### src/rtl/multicycle_ctrl_if.sv
// Control bundle between the multicycle controller and its datapath.
// The master side is the controller; the slave side is the datapath/IR/memory.
interface multicycle_ctrl_if #(
    parameter int CNT_W = 16
);
    logic             run;
    logic [5:0]       opcode;
    logic [5:0]       funct;
    logic             alu_zero;
    logic             mem_ready;
    logic             ir_we;
    logic             pc_we;
    logic             pc_src;
    logic             alu_src_b;
    logic [2:0]       alu_ctrl;
    logic             mem_re;
    logic             mem_we;
    logic             reg_we;
    logic             reg_dst;
    logic             mem_to_reg;
    logic [2:0]       state;
    logic             illegal;
    logic [CNT_W-1:0] retired;

    modport master (
        input  run, opcode, funct, alu_zero, mem_ready,
        output ir_we, pc_we, pc_src, alu_src_b, alu_ctrl, mem_re, mem_we,
               reg_we, reg_dst, mem_to_reg, state, illegal, retired
    );

    modport slave (
        output run, opcode, funct, alu_zero, mem_ready,
        input  ir_we, pc_we, pc_src, alu_src_b, alu_ctrl, mem_re, mem_we,
               reg_we, reg_dst, mem_to_reg, state, illegal, retired
    );
endinterface

### src/rtl/multicycle_ctrl.sv
// Multicycle controller for a small MIPS-like subset (R-type add/sub/and/or, lw, sw, beq).
// Control outputs are decoded from the state register and the opcode/funct latched in DECODE.
module multicycle_ctrl #(
    parameter int CNT_W = 16
) (
    input  logic                clk,
    input  logic                rst,
    multicycle_ctrl_if.master   bus
);

    typedef enum logic [2:0] {
        ST_FETCH  = 3'b000,
        ST_DECODE = 3'b001,
        ST_EXEC   = 3'b010,
        ST_MEM    = 3'b011,
        ST_WB     = 3'b100,
        ST_HALT   = 3'b101
    } state_e;

    localparam logic [5:0] OP_RTYPE = 6'b000000;
    localparam logic [5:0] OP_LW    = 6'b100011;
    localparam logic [5:0] OP_SW    = 6'b101011;
    localparam logic [5:0] OP_BEQ   = 6'b000100;

    localparam logic [5:0] FN_ADD = 6'b100000;
    localparam logic [5:0] FN_SUB = 6'b100010;
    localparam logic [5:0] FN_AND = 6'b100100;
    localparam logic [5:0] FN_OR  = 6'b100101;

    localparam logic [2:0] ALU_ADD = 3'b000;
    localparam logic [2:0] ALU_SUB = 3'b001;
    localparam logic [2:0] ALU_AND = 3'b010;
    localparam logic [2:0] ALU_OR  = 3'b011;

    function automatic logic funct_ok(input logic [5:0] fn);
        logic ok;
        case (fn)
            FN_ADD, FN_SUB, FN_AND, FN_OR: ok = 1'b1;
            default:                       ok = 1'b0;
        endcase
        return ok;
    endfunction

    function automatic logic insn_ok(input logic [5:0] opc, input logic [5:0] fn);
        logic ok;
        case (opc)
            OP_RTYPE:             ok = funct_ok(fn);
            OP_LW, OP_SW, OP_BEQ: ok = 1'b1;
            default:              ok = 1'b0;
        endcase
        return ok;
    endfunction

    function automatic logic [2:0] funct_alu(input logic [5:0] fn);
        logic [2:0] op;
        case (fn)
            FN_ADD:  op = ALU_ADD;
            FN_SUB:  op = ALU_SUB;
            FN_AND:  op = ALU_AND;
            FN_OR:   op = ALU_OR;
            default: op = ALU_ADD;
        endcase
        return op;
    endfunction

    state_e           state_q,   state_d;
    logic [5:0]       opcode_q,  opcode_d;
    logic [5:0]       funct_q,   funct_d;
    logic             illegal_q, illegal_d;
    logic [CNT_W-1:0] retired_q, retired_d;

    logic       ir_we_s;
    logic       pc_we_s;
    logic       pc_src_s;
    logic       alu_src_b_s;
    logic [2:0] alu_ctrl_s;
    logic       mem_re_s;
    logic       mem_we_s;
    logic       reg_we_s;
    logic       reg_dst_s;
    logic       mem_to_reg_s;
    logic       retire_s;

    // State register and latched instruction fields
    always_ff @(posedge clk or posedge rst) begin
        if (rst) begin
            state_q   <= ST_FETCH;
            opcode_q  <= 6'b000000;
            funct_q   <= 6'b000000;
            illegal_q <= 1'b0;
            retired_q <= {CNT_W{1'b0}};
        end else begin
            state_q   <= state_d;
            opcode_q  <= opcode_d;
            funct_q   <= funct_d;
            illegal_q <= illegal_d;
            retired_q <= retired_d;
        end
    end

    // Next-state and control decode
    always_comb begin
        state_d      = state_q;
        opcode_d     = opcode_q;
        funct_d      = funct_q;
        illegal_d    = illegal_q;
        ir_we_s      = 1'b0;
        pc_we_s      = 1'b0;
        pc_src_s     = 1'b0;
        alu_src_b_s  = 1'b0;
        alu_ctrl_s   = ALU_ADD;
        mem_re_s     = 1'b0;
        mem_we_s     = 1'b0;
        reg_we_s     = 1'b0;
        reg_dst_s    = 1'b0;
        mem_to_reg_s = 1'b0;
        retire_s     = 1'b0;

        case (state_q)
            ST_FETCH: begin
                // ir_we is the fetch strobe itself, so it alone follows run
                if (bus.run) begin
                    ir_we_s = ~rst;
                    state_d = ST_DECODE;
                end else begin
                    state_d = ST_FETCH;
                end
            end

            ST_DECODE: begin
                opcode_d = bus.opcode;
                funct_d  = bus.funct;
                if (insn_ok(bus.opcode, bus.funct)) begin
                    state_d = ST_EXEC;
                end else begin
                    illegal_d = 1'b1;
                    state_d   = ST_HALT;
                end
            end

            ST_EXEC: begin
                case (opcode_q)
                    OP_RTYPE: begin
                        alu_ctrl_s = funct_alu(funct_q);
                        state_d    = ST_WB;
                    end
                    OP_LW, OP_SW: begin
                        alu_src_b_s = 1'b1;
                        alu_ctrl_s  = ALU_ADD;
                        state_d     = ST_MEM;
                    end
                    OP_BEQ: begin
                        alu_ctrl_s = ALU_SUB;
                        pc_we_s    = 1'b1;
                        pc_src_s   = bus.alu_zero;
                        retire_s   = 1'b1;
                        state_d    = ST_FETCH;
                    end
                    default: begin
                        state_d = ST_HALT;
                    end
                endcase
            end

            ST_MEM: begin
                // A wait cycle (mem_ready low) keeps the request up and nothing else
                if (opcode_q == OP_LW) begin
                    mem_re_s   = 1'b1;
                    alu_ctrl_s = ALU_ADD;
                    if (bus.mem_ready) begin
                        state_d = ST_WB;
                    end else begin
                        state_d = ST_MEM;
                    end
                end else if (opcode_q == OP_SW) begin
                    mem_we_s = 1'b1;
                    if (bus.mem_ready) begin
                        pc_we_s  = 1'b1;
                        retire_s = 1'b1;
                        state_d  = ST_FETCH;
                    end else begin
                        state_d = ST_MEM;
                    end
                end else begin
                    state_d = ST_HALT;
                end
            end

            ST_WB: begin
                if (opcode_q == OP_RTYPE) begin
                    reg_we_s  = 1'b1;
                    reg_dst_s = 1'b1;
                    pc_we_s   = 1'b1;
                    retire_s  = 1'b1;
                    state_d   = ST_FETCH;
                end else if (opcode_q == OP_LW) begin
                    reg_we_s     = 1'b1;
                    mem_to_reg_s = 1'b1;
                    pc_we_s      = 1'b1;
                    retire_s     = 1'b1;
                    state_d      = ST_FETCH;
                end else begin
                    state_d = ST_HALT;
                end
            end

            ST_HALT: begin
                state_d = ST_HALT;
            end

            default: begin
                state_d = ST_HALT;
            end
        endcase

        retired_d = retired_q + CNT_W'(retire_s);
    end

    assign bus.ir_we      = ir_we_s;
    assign bus.pc_we      = pc_we_s;
    assign bus.pc_src     = pc_src_s;
    assign bus.alu_src_b  = alu_src_b_s;
    assign bus.alu_ctrl   = alu_ctrl_s;
    assign bus.mem_re     = mem_re_s;
    assign bus.mem_we     = mem_we_s;
    assign bus.reg_we     = reg_we_s;
    assign bus.reg_dst    = reg_dst_s;
    assign bus.mem_to_reg = mem_to_reg_s;
    assign bus.state      = state_q;
    assign bus.illegal    = illegal_q;
    assign bus.retired    = retired_q;

endmodule

### src/flat_wrapper.sv
// flat-port wrapper written by rule: the top's interface ports become plain ports
module multicycle_ctrl_flat 
#(
    parameter int CNT_W = 16
)
  (clk, rst, bus_run, bus_opcode, bus_funct, bus_alu_zero, bus_mem_ready, bus_ir_we, bus_pc_we, bus_pc_src, bus_alu_src_b, bus_alu_ctrl, bus_mem_re, bus_mem_we, bus_reg_we, bus_reg_dst, bus_mem_to_reg, bus_state, bus_illegal, bus_retired);
  multicycle_ctrl_if #(.CNT_W(CNT_W)) bus_i ();
  input  logic clk;
  input  logic rst;
  input wire logic [$bits(bus_i.run)-1:0] bus_run;
  input wire logic [$bits(bus_i.opcode)-1:0] bus_opcode;
  input wire logic [$bits(bus_i.funct)-1:0] bus_funct;
  input wire logic [$bits(bus_i.alu_zero)-1:0] bus_alu_zero;
  input wire logic [$bits(bus_i.mem_ready)-1:0] bus_mem_ready;
  output wire logic [$bits(bus_i.ir_we)-1:0] bus_ir_we;
  output wire logic [$bits(bus_i.pc_we)-1:0] bus_pc_we;
  output wire logic [$bits(bus_i.pc_src)-1:0] bus_pc_src;
  output wire logic [$bits(bus_i.alu_src_b)-1:0] bus_alu_src_b;
  output wire logic [$bits(bus_i.alu_ctrl)-1:0] bus_alu_ctrl;
  output wire logic [$bits(bus_i.mem_re)-1:0] bus_mem_re;
  output wire logic [$bits(bus_i.mem_we)-1:0] bus_mem_we;
  output wire logic [$bits(bus_i.reg_we)-1:0] bus_reg_we;
  output wire logic [$bits(bus_i.reg_dst)-1:0] bus_reg_dst;
  output wire logic [$bits(bus_i.mem_to_reg)-1:0] bus_mem_to_reg;
  output wire logic [$bits(bus_i.state)-1:0] bus_state;
  output wire logic [$bits(bus_i.illegal)-1:0] bus_illegal;
  output wire logic [$bits(bus_i.retired)-1:0] bus_retired;
  assign bus_i.run = bus_run;
  assign bus_i.opcode = bus_opcode;
  assign bus_i.funct = bus_funct;
  assign bus_i.alu_zero = bus_alu_zero;
  assign bus_i.mem_ready = bus_mem_ready;
  assign bus_ir_we = bus_i.ir_we;
  assign bus_pc_we = bus_i.pc_we;
  assign bus_pc_src = bus_i.pc_src;
  assign bus_alu_src_b = bus_i.alu_src_b;
  assign bus_alu_ctrl = bus_i.alu_ctrl;
  assign bus_mem_re = bus_i.mem_re;
  assign bus_mem_we = bus_i.mem_we;
  assign bus_reg_we = bus_i.reg_we;
  assign bus_reg_dst = bus_i.reg_dst;
  assign bus_mem_to_reg = bus_i.mem_to_reg;
  assign bus_state = bus_i.state;
  assign bus_illegal = bus_i.illegal;
  assign bus_retired = bus_i.retired;
  multicycle_ctrl #(.CNT_W(CNT_W)) u_core (.clk(clk), .rst(rst), .bus(bus_i));
endmodule
### config.mk
export PLATFORM = sky130hd
export DESIGN_NAME = multicycle_ctrl_flat
export DESIGN_NICKNAME = d
export VERILOG_FILES = /design/src/rtl/multicycle_ctrl_if.sv /design/src/rtl/multicycle_ctrl.sv /design/src/flat_wrapper.sv
export SDC_FILE = /design/constraint.sdc
export NUM_CORES = 1
export LEC_CHECK = 0
export CORE_AREA = 5 5 63 65
export DETAILED_ROUTE_END_ITERATION = 10
export DIE_AREA = 0 0 68 70
export MAX_ROUTING_LAYER = met4
export PLACE_DENSITY_LB_ADDON = 0.12
export SYNTH_ARGS = -nofsm -noshare
export SYNTH_HDL_FRONTEND = slang
export SYNTH_SLANG_ARGS = --single-unit
### constraint.sdc
create_clock -name clk -period 5.5 [get_ports clk]
set_clock_uncertainty 0.15 [all_clocks]
set_input_delay 1.65 -clock clk [delete_from_list [all_inputs] [get_ports clk]]
set_output_delay 1.65 -clock clk [all_outputs]
set_load 0.05 [all_outputs]
==> run_results.csv, run 1 <==
group,metric,value,unit
outcome,status,"complete, no violations",
global_routing,grt_first_pass_wirelength,6150,um
synth,yosysTopAreaCell,"dfrtp_1",
floorplanning,coreArea,3280,um2
route,first_pass_iters,4,
route,ant_nets,0,
setup_path,cp_cell_sequence,"clkdlybuf4s50_1, and3_2, clkdlybuf4s50_1",
floorplanning,start_util,49.3,%
synth,yosys.area.top_type_share,49.4,%
setup_path,crit_top_cell,"clkdlybuf4s50_1",
floorplanning,die-width,68,um
setup_path,worstPathArrival,3.04,ns
place,placed_cell_area,2130,um2
timing,fmax,0.206,GHz
cells_and_area,fin_nets,219,
place,dp.cells,239,
worst_hold_path,whs_path_depth,1,
worst_hold_path,hold_path_end,"u_core.bus.illegal",
clock_network,cts-buffers-inserted,5,
timing,tns,0,ns
synth,ys.flop_type,"dfrtp_1",
setup_path,reg2regPathDepth,9,
timing,slew_viol_final,0,
floorplanning,num_rows,21,
place,gp_congestion,0.913,
pwr,total_power,0.791,mW
synth,ys_types,40,
cells_and_area,stdcell_area,2190,um2
clock_network,htree_levels,2,
place,place_ws,0.650,ns
timing,finalCriticalPeriod,4.84,ns
synth,syn_avg_cell_area,10.9,um2
job,drv_cap,0,
worst_hold_path,hp-class,"reg2reg",
clock_network,cts_root_buffer,"clkbuf_4",
route,wl_per_cell,14.8,um
synth,synthTopCellsByArea,"dfrtp_1, mux2_2, xnor2_1, xor2_1, nor3_1",
synth,synthArstFlopShare,100,%
cells_and_area,fin_util,66.8,%
synth,synth_common_cells,"dfrtp_1, mux2_2, nand2_1",
setup_path,crit_path_start_kind,"input port",
route,vias,1332,
clock_network,clk_latency,0.32,ns
route,first_iter_violations,64,
synth,synth-seq-area-share,49.4,%
setup_path,cp_max_fo,1,
route,vias_per_cell,5.39,
clock_network,clock_path_buffers,2,
floorplanning,die_area,4760,um2
synth,yosysMostFrequentCell,"dfrtp_1",
synth,synth.net_count,168,
pwr,vdd_ir_drop_max,0.233,mV
route,met2_length,1820,um
route,wl_met3,248,um
timing,min_period_over_period,88.1,%
worst_hold_path,min_from,"u_core.bus.illegal",
timing,whs,0.325,ns
cells_and_area,final_cells,247,
floorplanning,fp.dieH,70,um
place,port-buffer-count,47,
clock_network,postCtsHoldBufs,0,
timing,relSlewSlack,38.3,%
synth,ys_seq_elements,32,
clock_network,cts_resized,0,
synth,ys_warn_count,0,
timing,rsz0062_at_grt,"false",
setup_path,r2r_start,"u_core.opcode_q[3]",
clock_network,cts_tree,"yes",
setup_path,required,3.70,ns
setup_path,crit_slowest_cell,"clkdlybuf4s50_1",
cells_and_area,fill_cells,285,
global_routing,grt_use_total,17.2,%
cells_and_area,area_growth,35.4,%
timing,finalHoldViolCount,0,
setup_path,end_kind,"output port",
cells_and_area,drive_above_1_share,14.4,%
cells_and_area,antenna_cells,0,
floorplanning,ioPinCount,49,
setup_path,crit_type,"in2out",
pwr,cellPowerDensity,360,nW/um2
timing,tightestPinTransition,0.921,ns
setup_path,r2r_slack,2.77,ns
clock_network,clk_pin_slew_worst_paths,0.09,ns
timing,setup_viol,0,
route,routed_wirelength,3650,um
setup_path,slowest_delay,0.79,ns
setup_path,worst_r2r_endpoint,"u_core.bus.retired[15]",
global_routing,grt_max_degree,33,
clock_network,cts_num_sinks,32,
clock_network,cts_setup_buffers,0,
global_routing,grt_overflow_total,0,
place,dp.final_hpwl,2800,um
synth,synth_edf_count,0,
timing,postLayoutSetupSlackWorst,0.655,ns
global_routing,antenna_found_initial,0,
route,routed.top_layer,"met4",
synth,netlist_area,1620,um2
route,drc,0,
route,wl_met1,1550,um
global_routing,grt_pass1_vias,1375,
pwr,total_leakage_power,0.936,nW
synth,netlist_instances,149,
## how the worst max path moves through the flow
stage                     slack (ns)  cells past startpoint          from    endpoint
after CTS                       0.65                      3  bus_alu_zero  bus_pc_src
final                           0.66                      3  bus_alu_zero  bus_pc_src
after global placement          0.65                      3  bus_alu_zero  bus_pc_src
after floorplan                 0.77                      2           rst   bus_ir_we
after detailed placement        0.65                      3  bus_alu_zero  bus_pc_src
after global routing            0.62                      3  bus_alu_zero  bus_pc_src
## state kept, by name, summed over array words and instances (netlist names)
signal,count
u_core.bus.illegal,1
u_core.bus.retired,16
u_core.bus.state,3
u_core.funct_q,6
u_core.opcode_q,6
## per-layer routing
metal | vias up | global-route usage (%)
met2 | 49 | 26.4
met1 | 646 | 21.3
met3 | 2 | 4.49
li1 | 635 | -
met5 | - | -
met4 | 0 | 6.84
## logic make-up after synthesis
kind of cell / Yosys count / synth area share, %
multiplexers: 14 / 9.58
flip-flops: 32 / 49.4
buffers and inverters: 10 / 3.32
other: 1 / 0.231
AO/OA/AOI/OAI: 12 / 5.10
XOR/XNOR: 14 / 7.57
AND/OR/NAND/NOR: 64 / 23.2
adder cells (fa/ha/maj): 2 / 1.54
## power by group
| group | total (mW) | internal [mW] | switching (mW) |
|---|---|---|---|
| sequential | 0.373 | 0.296 | 0.0764 |
| clock | 0.139 | 0.0626 | 0.0768 |
| combinational | 0.278 | 0.131 | 0.147 |
## worst max-delay path: cells and delay by family
| family | cells | cell delay (ns) |
|---|---|---|
| buf+inv | 2 | 1.24 |
| simple gates | 1 | 0.16 |
## layout by cell type (no fill, tap or decap), types with 6 or more instances in the layout
master / Yosys / final
nand3_1: 7 / 7
mux2_2: 12 / 12
nor3_1: 10 / 10
clkdlybuf4s50_1: 0 / 45
inv_1: 6 / 6
dfrtp_1: 32 / 32
xor2_1: 6 / 6
xnor2_1: 8 / 8
nand2_1: 11 / 11
and3_1: 6 / 6
nor2_1: 7 / 7
## area by class of cell
| class | instances | area, um2 | share of cell area (%) |
|---|---|---|---|
| repair buffers | 48 | 485 | 22.1 |
| multi-input cells | 107 | 766 | 34.9 |
| well taps | 46 | 57.6 | 2.62 |
| flip-flops and latches | 32 | 801 | 36.5 |
| clock buffers | 7 | 55.1 | 2.51 |
| clock inverters | 1 | 7.51 | 0.342 |
| inverters | 6 | 22.5 | 1.03 |
Note: power is estimated with default switching activity, not from simulation.
==> run 2: changes to the inputs <==
--- a/config.mk
+++ b/config.mk
@@ -8,6 +8,7 @@
 export CORE_AREA = 5 5 63 65
 export DETAILED_ROUTE_END_ITERATION = 10
 export DIE_AREA = 0 0 68 70
+export GPL_ROUTABILITY_DRIVEN = 0
 export MAX_ROUTING_LAYER = met4
 export PLACE_DENSITY_LB_ADDON = 0.12
 export SYNTH_ARGS = -nofsm -noshare
==> results of run 2 <==
Same layout as run 1: the final DEF is identical, and so are final timing and power.
